<file path="config.mk">
export PLATFORM = sky130hd
export DESIGN_NAME = zigbee_phase_modulator
export DESIGN_NICKNAME = d
export VERILOG_FILES = /design/src/rtl/zigbee_tag_pkg.sv /design/src/rtl/shift_carrier_gen.sv /design/src/rtl/zigbee_phase_modulator.sv
export SDC_FILE = /design/constraint.sdc
export NUM_CORES = 1
export LEC_CHECK = 0
export ABC_AREA = 1
export CAP_MARGIN = 20
export CORE_UTILIZATION = 53
export CTS_BUF_LIST = sky130_fd_sc_hd__clkbuf_4
export CTS_CLUSTER_DIAMETER = 80
export DETAILED_ROUTE_END_ITERATION = 8
export GPL_TIMING_DRIVEN = 0
export PLACE_DENSITY = 0.79
export SYNTH_ARGS = -nofsm -noshare
export SYNTH_HDL_FRONTEND = slang
export SYNTH_HIERARCHICAL = 1
export SYNTH_SLANG_ARGS = --single-unit
</file>
<file path="constraint.sdc">
create_clock -name clock -period 1.4 [get_ports clock]
set_input_delay 0.21 -clock clock [delete_from_list [all_inputs] [get_ports clock]]
set_output_delay 0.21 -clock clock [all_outputs]
set_load 0.005 [all_outputs]
</file>
<file path="src/rtl/zigbee_tag_pkg.sv">
// Shared types and default parameters for the ZigBee backscatter tag datapath.
package zigbee_tag_pkg;

  typedef enum logic [1:0] {
    IDLE = 2'd0,
    SKIP = 2'd1,
    DATA = 2'd2
  } state_t;

  localparam int DEF_HALF_PERIOD   = 2;
  localparam int DEF_SYMBOL_CYCLES = 320;
  localparam int DEF_SKIP_SYMBOLS  = 8;

  // Counter width for a modulo-n counter; never narrower than one bit.
  function automatic int cnt_width(input int n);
    return (n > 1) ? $clog2(n) : 1;
  endfunction

endpackage

</file>
<file path="src/rtl/shift_carrier_gen.sv">
// Divide-by-(2*HALF_PERIOD) square-wave carrier with enable and synchronous clear.
module shift_carrier_gen
  import zigbee_tag_pkg::*;
#(
  parameter int HALF_PERIOD = DEF_HALF_PERIOD
) (
  input  logic clock,
  input  logic reset,
  input  logic enable,
  input  logic clear,
  output logic carrier
);

  localparam int HALF_W = cnt_width(HALF_PERIOD);
  localparam logic [HALF_W-1:0] HALF_LAST = HALF_W'(HALF_PERIOD - 1);

  logic [HALF_W-1:0] half_cnt_reg;
  logic              carrier_reg;

  // Clear beats enable so a new packet always starts at carrier phase 0.
  always_ff @(posedge clock) begin
    if (reset || clear) begin
      half_cnt_reg <= '0;
      carrier_reg  <= 1'b0;
    end else if (enable) begin
      if (half_cnt_reg == HALF_LAST) begin
        half_cnt_reg <= '0;
        carrier_reg  <= ~carrier_reg;
      end else begin
        half_cnt_reg <= half_cnt_reg + HALF_W'(1);
      end
    end
  end

  assign carrier = carrier_reg;

endmodule

</file>
<file path="src/rtl/zigbee_phase_modulator.sv">
// Tag-side 0/pi phase modulator driving the backscatter RF switch.
// Define SWITCH_IDLE_TONE_EN to let the carrier free-run while idle.
module zigbee_phase_modulator
  import zigbee_tag_pkg::*;
#(
  parameter int HALF_PERIOD   = DEF_HALF_PERIOD,
  parameter int SYMBOL_CYCLES = DEF_SYMBOL_CYCLES,
  parameter int SKIP_SYMBOLS  = DEF_SKIP_SYMBOLS
) (
  input  logic clock,
  input  logic reset,
  input  logic start,
  input  logic bit_data,
  input  logic bit_last,
  input  logic bit_valid,
  output logic bit_ready,
  output logic switch_out,
  output logic busy,
  output logic done,
  output logic underrun
);

  localparam int SYM_W  = cnt_width(SYMBOL_CYCLES);
  localparam int SKIP_W = cnt_width(SKIP_SYMBOLS);
  localparam logic [SYM_W-1:0]  SYM_LAST  = SYM_W'(SYMBOL_CYCLES - 1);
  localparam logic [SKIP_W-1:0] SKIP_LAST = SKIP_W'((SKIP_SYMBOLS > 0) ? SKIP_SYMBOLS - 1 : 0);

  state_t            state_reg, state_next;
  logic [SYM_W-1:0]  sym_cnt_reg, sym_cnt_next;
  logic [SKIP_W-1:0] skip_cnt_reg, skip_cnt_next;
  logic              phase_reg, phase_next;
  logic              last_flag_reg, last_flag_next;
  logic              underrun_reg, underrun_next;
  logic              buf_full_reg, buf_full_next;
  logic              buf_data_reg, buf_data_next;
  logic              buf_last_reg, buf_last_next;
  logic              switch_out_reg;

  logic sym_end;
  logic start_accept;
  logic load_point;
  logic consume;
  logic load;
  logic done_int;
  logic carrier;
  logic carrier_en;
  logic carrier_clr;

  assign sym_end = (sym_cnt_reg == SYM_LAST);
  assign load    = bit_valid & ~buf_full_reg;

  always_comb begin
    state_next     = state_reg;
    sym_cnt_next   = sym_cnt_reg;
    skip_cnt_next  = skip_cnt_reg;
    phase_next     = phase_reg;
    last_flag_next = last_flag_reg;
    underrun_next  = underrun_reg;
    start_accept   = 1'b0;
    load_point     = 1'b0;
    consume        = 1'b0;
    done_int       = 1'b0;

    case (state_reg)
      IDLE: begin
        sym_cnt_next  = '0;
        skip_cnt_next = '0;
        phase_next    = 1'b0;
        if (start) begin
          start_accept   = 1'b1;
          underrun_next  = 1'b0;
          last_flag_next = 1'b0;
          if (SKIP_SYMBOLS == 0) begin
            load_point = 1'b1;
          end else begin
            state_next = SKIP;
          end
        end
      end

      SKIP: begin
        phase_next   = 1'b0;
        sym_cnt_next = sym_end ? '0 : sym_cnt_reg + SYM_W'(1);
        if (sym_end) begin
          if (skip_cnt_reg == SKIP_LAST) begin
            load_point = 1'b1;
          end else begin
            skip_cnt_next = skip_cnt_reg + SKIP_W'(1);
          end
        end
      end

      DATA: begin
        sym_cnt_next = sym_end ? '0 : sym_cnt_reg + SYM_W'(1);
        if (sym_end) begin
          if (last_flag_reg) begin
            done_int   = 1'b1;
            state_next = IDLE;
            phase_next = 1'b0;
          end else begin
            load_point = 1'b1;
          end
        end
      end

      default: begin
        state_next = IDLE;
      end
    endcase

    // A load point with an empty buffer aborts the packet without a done pulse.
    if (load_point) begin
      if (buf_full_reg) begin
        consume        = 1'b1;
        phase_next     = buf_data_reg;
        last_flag_next = buf_last_reg;
        state_next     = DATA;
      end else begin
        underrun_next = 1'b1;
        phase_next    = 1'b0;
        state_next    = IDLE;
        sym_cnt_next  = '0;
      end
    end
  end

  always_comb begin
    buf_full_next = load | (buf_full_reg & ~consume);
    buf_data_next = load ? bit_data : buf_data_reg;
    buf_last_next = load ? bit_last : buf_last_reg;
  end

`ifdef SWITCH_IDLE_TONE_EN
  assign carrier_en  = 1'b1;
  assign carrier_clr = start_accept;
`else
  // Clearing on the way into IDLE keeps the carrier at 0 for every idle cycle.
  assign carrier_en  = (state_reg != IDLE);
  assign carrier_clr = start_accept | (state_next == IDLE);
`endif

  shift_carrier_gen #(
    .HALF_PERIOD(HALF_PERIOD)
  ) u_carrier (
    .clock   (clock),
    .reset   (reset),
    .enable  (carrier_en),
    .clear   (carrier_clr),
    .carrier (carrier)
  );

  always_ff @(posedge clock) begin
    if (reset) begin
      state_reg      <= IDLE;
      sym_cnt_reg    <= '0;
      skip_cnt_reg   <= '0;
      phase_reg      <= 1'b0;
      last_flag_reg  <= 1'b0;
      underrun_reg   <= 1'b0;
      buf_full_reg   <= 1'b0;
      buf_data_reg   <= 1'b0;
      buf_last_reg   <= 1'b0;
      switch_out_reg <= 1'b0;
    end else begin
      state_reg      <= state_next;
      sym_cnt_reg    <= sym_cnt_next;
      skip_cnt_reg   <= skip_cnt_next;
      phase_reg      <= phase_next;
      last_flag_reg  <= last_flag_next;
      underrun_reg   <= underrun_next;
      buf_full_reg   <= buf_full_next;
      buf_data_reg   <= buf_data_next;
      buf_last_reg   <= buf_last_next;
      switch_out_reg <= carrier ^ phase_reg;
    end
  end

  assign bit_ready  = ~buf_full_reg;
  assign switch_out = switch_out_reg;
  assign busy       = (state_reg != IDLE);
  assign done       = done_int;
  assign underrun   = underrun_reg;

endmodule

</file>
==> flow_metrics.tcl, run 1 <==
set metrics [dict create \
    coreArea_um2 2212 \
    diodes 0 \
    ys_ff_latch 23 \
    grt_first_pass_wirelength_um 4774 \
    fin_crit_ns 1.613 \
    irDropWorstVdd_mv 0.5779 \
    root_buffer "clkbuf_4" \
    fillers 134 \
    critical_path_class "register to register" \
    port_buffers 10 \
    yosys_warnings 6 \
    synth_area_um2 1255 \
    p_per_area_nw_per_um2 697.5 \
    cp-start-kind "register" \
    numCtsBuffers 3 \
    wl_um 3451 \
    violations "setup timing" \
    syn-instance-count 171 \
    start_util_pct 56.73 \
    stdcell_count 231 \
    drtIter0Drc 67 \
    vias 1267 \
    grt_pass1_vias 1092 \
    crit_required_ns 1.66 \
    die_area_um2 2566 \
    layout_setup_ws_ns -0.2133 \
    ios 11 \
    ys_types 23 \
    worst_slew_pin_slew_ns 0.3910 \
    grt_usage_pct 25.05 \
    cts_buffer_depth 2 \
    grt_overflow 0 \
    final_core_util_pct 78.85 \
    die_h_um 50.66 \
    clock.fmax_mhz 619.9 \
    die_w_um 50.66 \
    rsz0062_at_grt "yes" \
    grt_max_degree 14 \
    hold-worst-slack_ns 0.4405 \
    antenna_found_initial 0 \
    yosysSeqAreaShare_pct 36.69 \
    power_leakage_nw 0.7396 \
    clk_pin_slew_ns 0.14 \
    clock_skew_ns 0.009283 \
    cap_viol_max_count 0 \
    htreeDepth 1 \
    crit_path_max_fanout 3 \
    first_pass_iters 4 \
    cts_hold_buffers 0 \
    cts_tree "built" \
    slew_headroom_pct 73.85 \
    dp_hpwl_um 1733 \
    nNetsFinal 217 \
    drive_above_1_share_pct 43.35 \
    clkSinkCount 23 \
    tns_ns -2.216 \
    drc_errors 0 \
    hp-class "input port to register" \
    end_kind "register" \
    insertion_delay_ns 0.33 \
    placementRows 17 \
    period_share_pct 115.2 \
    hold_viol 0 \
    largest_reg_flops 9 \
    cp_data_arrival_time_ns 1.87 \
    ant_nets 0 \
    drv_slew 0 \
    final-setup-viol-count 20 \
    outcome "finished, violations left" \
    synth_nets 184 \
    place.gp.congestion 0.7561 \
    area_growth_pct 38.98 \
    detail_route.vias_per_cell 5.485 \
    post_drt_wl_per_cell_um 14.94 \
    numPlacedInstances 209 \
    syn-mean-instance-area_um2 7.339 \
]
## where the power goes
part,switching (W),leakage (nW),total [W],internal [W]
logic,0.000120,0.531,0.000203,0.0000832
clock network,0.000223,0.0177,0.000331,0.000108
registers,0.0000119,0.191,0.000683,0.000671
## Yosys cell counts, drive strengths merged
cell type | instances | share of area (%)
a21oi | 8 | 3.5
buf | 1 | 0.40
clkinv | 1 | 0.30
dfxtp | 23 | 37
ha | 7 | 7.0
inv | 23 | 7.1
nand2 | 44 | 15
nand3 | 11 | 6.4
nand4 | 1 | 0.50
nor2 | 37 | 15
o211ai | 2 | 1.2
o21ai | 7 | 2.8
xnor2 | 1 | 0.70
xor2 | 5 | 3.5
## logic make-up (layout without fill, tap and decap cells)
family | count (synthesis) | after routing | synth area share, %
DFF | 23 | 23 | 36.69
xor gates and xnor gates | 6 | 6 | 4.187
and+or+nand+nor | 93 | 94 | 36.89
AOI/OAI and AO/OA | 17 | 17 | 7.477
buffers and inverters | 25 | 56 | 7.776
adders and majority gates | 7 | 7 | 6.979
## final timing paths
| kind | depth (start not counted) | from | to | slack [ns] |
|---|---|---|---|---|
| setup / recovery | 13 | sym_cnt_reg[1]$_SDFF_PP0_ | u_carrier/half_cnt_reg$_SDFFE_PP0P_ | -0.21 |
| hold / removal | 3 | bit_data | buf_data_reg$_SDFFE_PP0P_ | 0.44 |
| setup reg to reg | 13 | sym_cnt_reg[1]$_SDFF_PP0_ | u_carrier/half_cnt_reg$_SDFFE_PP0P_ | -0.21 |
| hold reg to reg | 2 | underrun$_SDFF_PP0_ | underrun$_SDFF_PP0_ | 0.48 |
## worst max-delay path, stage by stage (launching register included)
cell and delay [ns]:
dfxtp_2 0.38, ha_4 0.17, nand2_4 0.06, nor2_4 0.13, buf_4 0.14, nand3_1 0.09
nand2_1 0.10, nand2_1 0.07, nand2_1 0.09, nand3_2 0.08, nand2_2 0.08, nor2_4 0.04
nand2_1 0.08, nor2_2 0.04
## area by class of cell
class                   instances  area, um^2  share of cell area, %
plain buffers                   1       7.507                 0.4304
clock buffers                   3       22.52                  1.291
clock inverters                 1       5.005                 0.2869
inverters                      24       95.09                  5.452
multi-input cells             124       870.8                  49.93
flip-flops and latches         23       474.2                  27.19
well taps                      28       35.03                  2.009
repair buffers                 27       234.0                  13.41
## cell usage in the layout, fill, tap and decap left out, types with 8 or more instances in the layout
master and count:
nand2_2 8, buf_4 15, nor2_2 15, nor2_1 17
nand3_1 8, dfxtp_1 14, inv_1 13, inv_2 8
dfxtp_2 8, nand2_1 31
## through the flow
stage | setup slack [ns] | power [W] | instance area (um^2)
finish | -0.2133 | 0.001217 | 1744
detailed placement | -0.3431 | 0.0008528 | 1443
global route | -0.3066 | 0.001255 | 1744
global placement | -0.3286 | 0.0008493 | 1443
floorplan | -0.08953 | 0.0008038 | 1308
CTS | -0.1453 | 0.001186 | 1634
## routing by layer
layer	up-vias	GRT usage [%]	share of wire, %
met5	-	0	0
met4	0	11.57	3.9
met3	18	2.727	6.1
met2	66	40.44	49
met1	583	33.21	41
li1	600	-	-
## repair_timing
action	in CTS	in global routing
cloned	1	0
pin swaps	7	12
resized for setup	29	17
endpoints found under the setup margin	20	22
setup buffers	10	7
Power figures use the tool's default switching activity.
==> run 2: changes to the inputs <==
--- a/config.mk
+++ b/config.mk
@@ -13,6 +13,7 @@
 export DETAILED_ROUTE_END_ITERATION = 8
 export GPL_TIMING_DRIVEN = 0
 export PLACE_DENSITY = 0.79
+export SETUP_SLACK_MARGIN = 0.15
 export SYNTH_ARGS = -nofsm -noshare
 export SYNTH_HDL_FRONTEND = slang
 export SYNTH_HIERARCHICAL = 1
==> run 2 against run 1 <==
  * The run still ends with setup timing left
  * First-iteration DRC count down 46%
  * Fmax down 6.3%
  * Wire length up 11%
==> flow_metrics.tcl, run 2 (same netlist as run 1, synthesis figures left out) <==
set metrics [dict create \
    cp-start-kind "register" \
    crit_required_ns 1.65 \
    clock_skew_ns 0.009515 \
    layout_commonest_cell "nand2_1" \
    end_kind "register" \
    drtIter0Drc 36 \
    placementRows 17 \
    die_w_um 50.66 \
    final_area_um2 1808 \
    ios 11 \
    grt_max_degree 13 \
    numCtsBuffers 3 \
    ant_nets 0 \
    crit_buf_inv 2 \
    register_area_um2 480.5 \
    switchingPower_w 0.0003597 \
    drv_slew 0 \
    dp_worst_setup_slack_ns -0.3693 \
    drive_above_1_share_pct 48.31 \
    grt_pass1_vias 1178 \
    area_growth_pct 44.07 \
    cp_data_arrival_time_ns 1.97 \
    cts_buffer_depth 2 \
    critical_path_class "register to register" \
    die_area_um2 2566 \
    irDropWorstVdd_mv 0.7824 \
    post_drt_wl_per_cell_um 16.35 \
    fin_crit_ns 1.721 \
    final_core_util_pct 81.73 \
    hold-worst-slack_ns 0.4526 \
    htreeDepth 1 \
    coreArea_um2 2212 \
    layout_common_cells "nand2_1 (29), nor2_1 (18), buf_4 (15), nor2_2 (13), dfxtp_1 (13)" \
    start_util_pct 56.73 \
    p_per_area_nw_per_um2 699.2 \
    place.gp.congestion 0.8520 \
    nNetsFinal 221 \
    cts_tree "built" \
    path_cells "ha_4, ha_4, nor2_4, nor2_4, nand3_4, nand2_2, nor2_1, nand2_1, buf_4, buf_4, a21oi_1" \
    largest_reg_flops 9 \
    clock.fmax_mhz 580.9 \
    grt_usage_pct 28.57 \
    violations "setup timing" \
    path_delay_family "simple AND/OR/NAND/NOR gates" \
    drc_errors 0 \
    rsz0062_at_grt "yes" \
    p_comb_share_pct 18.6 \
    die_h_um 50.66 \
    clk_pin_slew_ns 0.13 \
    root_buffer "clkbuf_4" \
    diodes 0 \
    insertion_delay_ns 0.33 \
    power_leakage_nw 0.7594 \
    power.share.switching_pct 28.46 \
    tns_ns -2.700 \
    antenna_found_initial 0 \
    p_int_w 0.0009044 \
    outcome "finished, violations left" \
    dp_hpwl_um 1840 \
    hp-class "input port to register" \
    wl_um 3842 \
    clkSinkCount 23 \
    grt_overflow 0 \
    worst_slew_pin_slew_ns 0.4385 \
    crit_path_max_fanout 4 \
    clkPwrFrac_pct 27.3 \
    hold_viol 0 \
    grt_first_pass_wirelength_um 5368 \
    period_share_pct 123.0 \
    first_pass_iters 4 \
    vias 1265 \
    cap_viol_max_count 0 \
    slowest_delay_ns 0.36 \
    slowest_stage "dfxtp_2" \
    layout_setup_ws_ns -0.3214 \
    fillers 122 \
    slew_headroom_pct 70.67 \
    port_buffers 10 \
    multiInputGateArea_um2 877.1 \
    placed_cell_area_um2 1450 \
    seqPwrFrac_pct 54.1 \
    detail_route.vias_per_cell 5.383 \
    final-setup-viol-count 20 \
]
-- run 2: final timing paths --
kind                                                   start                        end  slack (ns)  cells past startpoint
worst max-delay path            skip_cnt_reg[1]$_SDFFE_PP0P_    state_reg[1]$_SDFF_PP0_       -0.32                     11
worst min-delay path                                bit_data  buf_data_reg$_SDFFE_PP0P_        0.45                      3
worst max register to register  skip_cnt_reg[1]$_SDFFE_PP0P_    state_reg[1]$_SDFF_PP0_       -0.32                     11
worst min register to register           underrun$_SDFF_PP0_        underrun$_SDFF_PP0_        0.48                      2
-- run 2: tightest hold or removal path: cells and delay by family --
kind	cells	cell delay (ns)
buf+inv	1	0.40
simple gates	2	0.15
-- run 2: what timing repair did --
item / CTS / global route
cloned: 0 / 1
endpoints found under the setup margin: 25 / 22
buffers inserted: 15 / 6
gates resized for setup: 48 / 16
pin swaps: 11 / 6
hold buffers: 0 / 0
-- run 2: cell type report --
type / count / share of cell area, %
clock buffer: 4 / 1.661
multi-input combinational: 124 / 48.51
timing repair buffer: 31 / 15.09
inverter: 24 / 5.606
tap: 28 / 1.938
sequential: 23 / 26.57
buffer: 1 / 0.6228
-- run 2: power groups by stage --
stage                     Sequential [W]  Combinational [W]  Clock (W)
final                           0.000684           0.000235   0.000345
after detailed placement        0.000700           0.000154          0
after CTS                       0.000683           0.000187   0.000337
after floorplan                 0.000697           0.000107          0
after global routing            0.000686           0.000254   0.000377
after global placement          0.000699           0.000151          0
-- run 2: per-stage QoR --
step | power (W) | instances
after CTS | 0.001208 | 228
final | 0.001264 | 235
after floorplan | 0.0008045 | 171
after global routing | 0.001316 | 235
after detailed placement | 0.0008546 | 209
after global placement | 0.0008501 | 209
-- run 2: per-layer routing --
layer	vias up	GRT usage (%)	wire, um
met5	-	0	0
met4	0	15.74	192
met3	19	4.848	177
met2	52	47.78	1948
met1	590	34.45	1522
li1	604	-	-
==> run 3: changes to the inputs <==
--- a/config.mk
+++ b/config.mk
@@ -12,6 +12,7 @@
 export CTS_CLUSTER_DIAMETER = 80
 export DETAILED_ROUTE_END_ITERATION = 8
 export GPL_TIMING_DRIVEN = 0
+export HOLD_SLACK_MARGIN = 0.1
 export PLACE_DENSITY = 0.79
 export SETUP_SLACK_MARGIN = 0.15
 export SYNTH_ARGS = -nofsm -noshare
==> results of run 3 <==
The final DEF is identical to that of run 2; final timing and power are the same.
